===== src/rtl/dma_multi.sv =====
// dma_multi: multi-channel block DMA engine sitting beside the CPU on the MMIO bus.
//
// Each channel copies BLOCK_BYTES-byte blocks from a 16-bit source address to a
// 16-bit destination address. A channel runs in one of two modes:
//   general : all blocks go back-to-back once the channel wins the bus
//   hblank  : one block per hblank rising edge seen while the channel is pending
//
// Ports
//   clk, rst        system clock, synchronous active-high reset
//   ct              T-cycle index inside the machine cycle (0..3)
//   mmio_a/din/wr   CPU register write port (mmio_wr already decoded upstream)
//   mmio_dout       combinational register read data for mmio_a
//   hblank          PPU hblank level; its rising edge triggers hblank-mode blocks
//   dma_a/dout/din  external bus address, write data, read data
//   dma_rd/dma_wr   bus strobes: read in ct 0/1, write in ct 2/3
//   dma_occupy_bus  high for every machine cycle of an active block
//   ch_active       per-channel busy flag
//   int_done        one-clk pulse per channel on completion or cancel
//
// Register map, channel c at MMIO_BASE+5c:
//   +0 SRC_HI  +1 SRC_LO  +2 DST_HI  +3 DST_LO  +4 CTRL ([7]=hblank mode, [LEN_W-1:0]=blocks-1)

// Per-channel registers and state machine.
//   wr_en/wr_off/wr_data  register write targeted at this channel
//   hb_edge               hblank rising edge this clk
//   grant                 arbiter hands this channel the next block
//   step                  end of a byte (ct==3) while this channel owns the bus
//   blk_done              last byte of this channel's block completes this clk
//   src/dst               current addresses
//   active/elig           busy flag / wants the bus at this arbitration point
//   ctrl_rd               CTRL read value
//   done                  completion or cancel this clk
module dma_multi_ch #(
  parameter int LEN_W = 7,
  parameter int BW    = 4
) (
  input  logic        clk,
  input  logic        rst,
  input  logic        wr_en,
  input  logic [2:0]  wr_off,
  input  logic [7:0]  wr_data,
  input  logic        hb_edge,
  input  logic        grant,
  input  logic        step,
  input  logic        blk_done,
  output logic [15:0] src,
  output logic [15:0] dst,
  output logic        active,
  output logic        elig,
  output logic [7:0]  ctrl_rd,
  output logic        done
);
  // Low address bits inside a block are forced to zero on LO writes.
  localparam logic [7:0] LO_MASK = ~8'((1 << BW) - 1);

  typedef enum logic [1:0] {S_IDLE, S_PEND, S_XFER} state_e;

  state_e           state_q, state_d;
  logic [15:0]      src_q, src_d, dst_q, dst_d;
  logic [LEN_W-1:0] cnt_q, cnt_d;
  logic             mode_q, mode_d;
  logic             armed_q, armed_d;
  logic             cancel_q, cancel_d;
  logic             ctrl_wr, cancel_wr, last_blk;

  assign ctrl_wr   = wr_en && (wr_off == 3'd4);
  // Only an hblank-mode channel can be cancelled; other active CTRL writes are dropped.
  assign cancel_wr = ctrl_wr && !wr_data[7] && mode_q && (state_q != S_IDLE);
  assign last_blk  = (cnt_q == '0) || cancel_q || cancel_wr;

  assign src    = src_q;
  assign dst    = dst_q;
  assign active = (state_q != S_IDLE);

  // A general-mode channel finishing a non-final block is eligible in the same
  // arbitration slot, so consecutive blocks run without a gap.
  assign elig = !cancel_wr &&
                (((state_q == S_PEND) && (!mode_q || armed_q)) ||
                 ((state_q == S_XFER) && blk_done && !last_blk && !mode_q));

  always_comb begin
    ctrl_rd = 8'hFF;
    if (state_q != S_IDLE) begin
      ctrl_rd              = '0;
      ctrl_rd[LEN_W-1:0]   = cnt_q;
    end
  end

  always_comb begin
    state_d  = state_q;
    src_d    = src_q;
    dst_d    = dst_q;
    cnt_d    = cnt_q;
    mode_d   = mode_q;
    armed_d  = armed_q;
    cancel_d = cancel_q;
    done     = 1'b0;
    case (state_q)
      S_IDLE: begin
        if (wr_en) begin
          case (wr_off)
            3'd0: src_d[15:8] = wr_data;
            3'd1: src_d[7:0]  = wr_data & LO_MASK;
            3'd2: dst_d[15:8] = wr_data;
            3'd3: dst_d[7:0]  = wr_data & LO_MASK;
            3'd4: begin
              state_d  = S_PEND;
              mode_d   = wr_data[7];
              cnt_d    = wr_data[LEN_W-1:0];
              armed_d  = 1'b0;
              cancel_d = 1'b0;
            end
            default: ;
          endcase
        end
      end
      S_PEND: begin
        if (cancel_wr) begin
          state_d = S_IDLE;
          done    = 1'b1;
        end else if (grant) begin
          state_d = S_XFER;
        end else if (hb_edge && mode_q) begin
          armed_d = 1'b1;
        end
      end
      S_XFER: begin
        if (cancel_wr) cancel_d = 1'b1;
        if (blk_done) begin
          if (last_blk) begin
            state_d  = S_IDLE;
            cancel_d = 1'b0;
            done     = 1'b1;
          end else begin
            cnt_d   = cnt_q - 1'b1;
            armed_d = 1'b0;
            state_d = grant ? S_XFER : S_PEND;
          end
        end
      end
      default: state_d = S_IDLE;
    endcase
    if (step) begin
      src_d = src_q + 16'd1;
      dst_d = dst_q + 16'd1;
    end
  end

  always_ff @(posedge clk) begin
    if (rst) begin
      state_q  <= S_IDLE;
      src_q    <= '0;
      dst_q    <= '0;
      cnt_q    <= '0;
      mode_q   <= 1'b0;
      armed_q  <= 1'b0;
      cancel_q <= 1'b0;
    end else begin
      state_q  <= state_d;
      src_q    <= src_d;
      dst_q    <= dst_d;
      cnt_q    <= cnt_d;
      mode_q   <= mode_d;
      armed_q  <= armed_d;
      cancel_q <= cancel_d;
    end
  end
endmodule

module dma_multi #(
  parameter int          NUM_CH      = 2,
  parameter logic [15:0] MMIO_BASE   = 16'hFF51,
  parameter int          LEN_W       = 7,
  parameter int          BLOCK_BYTES = 16
) (
  input  logic              clk,
  input  logic              rst,
  input  logic [1:0]        ct,
  input  logic [15:0]       mmio_a,
  input  logic [7:0]        mmio_din,
  input  logic              mmio_wr,
  output logic [7:0]        mmio_dout,
  input  logic              hblank,
  output logic [15:0]       dma_a,
  output logic [7:0]        dma_dout,
  input  logic [7:0]        dma_din,
  output logic              dma_rd,
  output logic              dma_wr,
  output logic              dma_occupy_bus,
  output logic [NUM_CH-1:0] ch_active,
  output logic [NUM_CH-1:0] int_done
);
  localparam int BW = $clog2(BLOCK_BYTES);
  localparam int CW = (NUM_CH > 1) ? $clog2(NUM_CH) : 1;

  logic              busy_q, busy_d;
  logic [CW-1:0]     owner_q, owner_d;
  logic [BW-1:0]     byte_q, byte_d;
  logic [7:0]        rdata_q, rdata_d;
  logic              hblank_q;
  logic [NUM_CH-1:0] int_done_q;

  logic [NUM_CH-1:0]       sel, grant, elig, active, done, blk_done_v, step_v;
  logic [NUM_CH-1:0][15:0] src_v, dst_v;
  logic [NUM_CH-1:0][7:0]  ctrl_v;
  logic [NUM_CH-1:0][2:0]  off_v;
  logic                    hb_edge, mcyc_end, blk_done, arb_ok, found;

  assign hb_edge  = hblank && !hblank_q;
  assign mcyc_end = (ct == 2'd3);
  // byte_q counts bytes inside the block; all-ones is the last byte.
  assign blk_done = busy_q && mcyc_end && (&byte_q);
  assign arb_ok   = mcyc_end && (!busy_q || blk_done);

  for (genvar c = 0; c < NUM_CH; c++) begin : g_ch
    logic [15:0] diff;
    // Unsigned offset from the channel base; wrap-around makes <5 a range check.
    assign diff          = mmio_a - 16'(MMIO_BASE + 5 * c);
    assign sel[c]        = (diff < 16'd5);
    assign off_v[c]      = diff[2:0];
    assign blk_done_v[c] = blk_done && (owner_q == CW'(c));
    assign step_v[c]     = busy_q && mcyc_end && (owner_q == CW'(c));

    dma_multi_ch #(.LEN_W(LEN_W), .BW(BW)) u_ch (
      .clk      (clk),
      .rst      (rst),
      .wr_en    (mmio_wr && sel[c]),
      .wr_off   (off_v[c]),
      .wr_data  (mmio_din),
      .hb_edge  (hb_edge),
      .grant    (grant[c]),
      .step     (step_v[c]),
      .blk_done (blk_done_v[c]),
      .src      (src_v[c]),
      .dst      (dst_v[c]),
      .active   (active[c]),
      .elig     (elig[c]),
      .ctrl_rd  (ctrl_v[c]),
      .done     (done[c])
    );
  end

  // Fixed priority: lowest eligible index wins; the bus is held for a whole block.
  always_comb begin
    grant   = '0;
    busy_d  = busy_q;
    owner_d = owner_q;
    found   = 1'b0;
    if (blk_done) busy_d = 1'b0;
    if (arb_ok) begin
      for (int c = 0; c < NUM_CH; c++) begin
        if (elig[c] && !found) begin
          found    = 1'b1;
          grant[c] = 1'b1;
          busy_d   = 1'b1;
          owner_d  = CW'(c);
        end
      end
    end
  end

  always_comb begin
    byte_d  = byte_q;
    rdata_d = rdata_q;
    if (busy_q && mcyc_end) byte_d = byte_q + 1'b1;
    if (busy_q && (ct == 2'd1)) rdata_d = dma_din;
  end

  always_comb begin
    dma_a    = '0;
    dma_dout = '0;
    if (busy_q) begin
      if (ct[1]) begin
        dma_a    = dst_v[owner_q];
        dma_dout = rdata_q;
      end else begin
        dma_a = src_v[owner_q];
      end
    end
  end

  assign dma_occupy_bus = busy_q;
  assign dma_rd         = busy_q && !ct[1];
  assign dma_wr         = busy_q && ct[1];
  assign ch_active      = active;
  assign int_done       = int_done_q;

  always_comb begin
    mmio_dout = 8'hFF;
    for (int c = 0; c < NUM_CH; c++) begin
      if (sel[c] && (off_v[c] == 3'd4)) mmio_dout = ctrl_v[c];
    end
  end

  always_ff @(posedge clk) begin
    if (rst) begin
      busy_q     <= 1'b0;
      owner_q    <= '0;
      byte_q     <= '0;
      rdata_q    <= '0;
      hblank_q   <= 1'b0;
      int_done_q <= '0;
    end else begin
      busy_q     <= busy_d;
      owner_q    <= owner_d;
      byte_q     <= byte_d;
      rdata_q    <= rdata_d;
      hblank_q   <= hblank;
      int_done_q <= done;
    end
  end
endmodule

===== config.mk =====
export PLATFORM = sky130hd
export DESIGN_NAME = dma_multi
export DESIGN_NICKNAME = d
export VERILOG_FILES = /design/src/rtl/dma_multi.sv
export SDC_FILE = /design/constraint.sdc
export NUM_CORES = 1
export LEC_CHECK = 0
export CORE_MARGIN = 2
export CORE_UTILIZATION = 53
export CTS_CLUSTER_SIZE = 8
export DETAILED_ROUTE_END_ITERATION = 8
export PLACE_DENSITY = 0.74
export SETUP_SLACK_MARGIN = 0.15
export SLEW_MARGIN = 20
export SYNTH_ARGS = -nofsm -noshare
export SYNTH_HDL_FRONTEND = slang
export SYNTH_SLANG_ARGS = --single-unit

===== constraint.sdc =====
create_clock -name clk -period 3.7 [get_ports clk]
set_clock_uncertainty 0.2 [all_clocks]
set_input_delay 0.555 -clock clk [delete_from_list [all_inputs] [get_ports clk]]
set_output_delay 0.555 -clock clk [all_outputs]
set_load 0.03 [all_outputs]

==> impl_metrics.toml <==
[finish]
final_cell_area_um2 = 10500
drive_gt1_frac = 0.246
fin_util = 0.729
final_nets = 1273
antenna_cells = 0
syn2layout_area_growth_pct = 35.4

[worst_setup_path]
critical_path.endpoint_type = "output pin"
cp.arrival_ps = 2940
critPathLaunchType = "input pin"
crit_path_max_fanout = 8
worstPathRequired_ps = 2940
worst-setup-path-type = "in2out"

[clock_network]
clockRootBuffer = "clkbuf_16"
cts_buffers = 9
clock_latency_ps = 370
cts_tree = "yes"
cts_buffer_depth = 2
cts_max_level = 3
cts.clk_slew.worst_paths_ps = 70
cts.sinks = 105
ctsHoldBuffers = 0

[routing]
num_vias = 8995
drt_iter0_markers = 1239
avgRoutedWirePerCell_um = 19.3
drtAntennaViolNets = 0
wirelength_um = 27100
firstDrtPassIters = 8
drt-vias-per-instance = 6.41
drc = 1

[placed_design]
place_congestion = 1.01
dpl.hpwl_um = 19400
postPlaceCellArea_um2 = 9720
portBuffers = 76

[grt]
grt_max_degree = 80
grt_antenna_before_repair = 0
grt-ovfl-total = 0
grt_pass1_vias = 8350
grt_pass1_wl_um = 43500
grt_usage = 0.340

[sta]
finalCritPeriodShare = 1.00
setup_viol = 0
min_period_ps = 3700
hold_slack_ps = 250
relSlewSlack = 0.398
maxClockFrequency_ghz = 0.270
tns_ps = 0
hold_violations = 0
drv_slew = 0
grt_setup_unrepaired = "true"
worst_slew_pin_slew_ps = 903

[hold_path]
hold_path_class = "reg2reg"

[logic_synthesis]
synth_top_area_cell = "dfxtp_1"
synth_area_leaders = "dfxtp_1 27%, a21oi_1 5.7%, nor2_1 5.1%"
synth_ff_type = "dfxtp_1"
yosysUniqueCellTypes = 83
synth_top_area_frac = 0.271
async_flop_share = 0
syn_inst = 1024
syn_area_um2 = 7760
yosysWarnings = 0
syn-mean-instance-area_um2 = 7.58
synth-seq-cells = 105
yosysSeqAreaShare = 0.271
synth_edf_count = 0
synthTopCellsByCount = "105 x dfxtp_1, 105 x nor2_1, 98 x nand2_1, 88 x a21oi_1, 64 x nand3_1"
synth_nets = 1083

[floorplanning]
dieWidth_um = 125
rows = 44
ios = 77
dieArea_um2 = 15600
start_util = 0.538
core_um2 = 14400
die_h_um = 125

[power]
leakage_nw = 4.22
irDropWorstVdd_v = 0.000268
cellPowerDensity_nw_per_um2 = 270

[status]
violations = "design-rule violations"
outcome = "finished, violations left"

[job]
maxCapViolCount = 0
## layout make-up
type	instances	area (µm²)
multi-input cells	811	5550
fillers	1138	3920
repair buffers	245	2120
flip-flops and latches	105	2100
well taps	184	230
clock buffers	9	225
inverters	42	173
clock inverters	7	110
## sequential cells by signal, summed over array words and instances (netlist names), 2 cells and up
register and flops:
g_ch.u_ch.state_q 4, byte_q 4, g_ch.u_ch.cancel_q 2, g_ch.u_ch.src 32, int_done 2, g_ch.u_ch.armed_q 2
g_ch.u_ch.cnt_q 14, g_ch.u_ch.dst 32, rdata_q 8, g_ch.u_ch.mode_q 2
## placed cells by master (no fill, tap or decap), types with 6 or more instances in the layout
cell type / Yosys / final
clkdlybuf4s50_1: 0 / 40
o21ai_0: 42 / 37
xor2_1: 6 / 6
ha_1: 21 / 17
clkbuf_16: 0 / 9
nor3_1: 25 / 24
mux2i_1: 18 / 11
buf_6: 1 / 18
mux4_2: 16 / 16
nand2b_1: 7 / 7
o31ai_1: 9 / 8
or3_1: 9 / 9
and4_1: 7 / 7
nand2_4: 0 / 8
buf_12: 0 / 7
dfxtp_1: 105 / 105
nand3_1: 64 / 64
dlygate4sd2_1: 0 / 7
buf_4: 2 / 168
a21oi_1: 88 / 85
nand2_1: 98 / 89
and3_1: 38 / 38
o211a_1: 8 / 8
nor4_1: 10 / 7
and2_1: 24 / 25
a211oi_1: 18 / 15
o211ai_1: 8 / 8
nor3b_1: 8 / 7
nor2b_1: 10 / 10
o21a_1: 9 / 9
a31oi_1: 20 / 20
nand4_1: 25 / 25
inv_1: 40 / 37
nor2_1: 105 / 102
## power breakdown
part | leakage, nW | switching, mW | internal, mW | total (mW)
logic | 3.21 | 0.315 | 0.259 | 0.574
clock network | 0.165 | 0.497 | 0.609 | 1.11
registers | 0.846 | 0.0214 | 1.14 | 1.16
total | 4.22 | 0.833 | 2.01 | 2.84
## critical path, stage by stage
cell      delay, ps
buf_6            90
buf_12          120
buf_8           110
buf_6           110
o41ai_4         340
a211oi_2        110
a41o_1          270
nor4_4          280
and3b_2         260
nand2_4          60
o32ai_4         240
buf_12          190
nand2_4          50
buf_6           130
## metal layers
layer,part of all wire,vias to the layer above,track usage
li1,-,4197,-
met1,0.41,4195,0.456
met2,0.46,513,0.558
met3,0.094,90,0.0543
met4,0.035,0,0.118
met5,0,-,0
## stage by stage
stage,total power [mW],instances,worst slack [ps]
final,2.84,1403,0.0413
after global routing,2.93,1403,-101
after CTS,2.81,1397,22.0
after detailed placement,1.69,1359,-816
after global placement,1.68,1359,-695
after floorplan,1.46,1024,83.2
## timing repair
action	4_1_cts	5_1_grt
endpoints found under the setup margin	9	18
gates resized for setup	126	15
buffers inserted	22	6
pin swaps	17	11
## cells by family (layout without fill, tap and decap cells)
kind of cell | after synthesis | in the layout | share of synthesized area
fa+ha+maj | 21 | 21 | 0.0339
compound gates | 291 | 291 | 0.260
xor+xnor | 10 | 10 | 0.0113
simple gates | 452 | 452 | 0.294
mux | 37 | 37 | 0.0740
buf+inv | 108 | 303 | 0.0564
flops | 105 | 105 | 0.271
## path summary, 6_finish.rpt
| path | start | cells past startpoint | endpoint | slack, ps |
|---|---|---|---|---|
| max | mmio_a[2] | 14 | mmio_dout[2] | 0.04 |
| min | rdata_q[7] | 2 | rdata_q[7] | 250 |
| max reg2reg | owner_q | 7 | g_ch[1].u_ch.dst[13] | 650 |
| min reg2reg | rdata_q[7] | 2 | rdata_q[7] | 250 |
(Power assumes the default switching activity.)
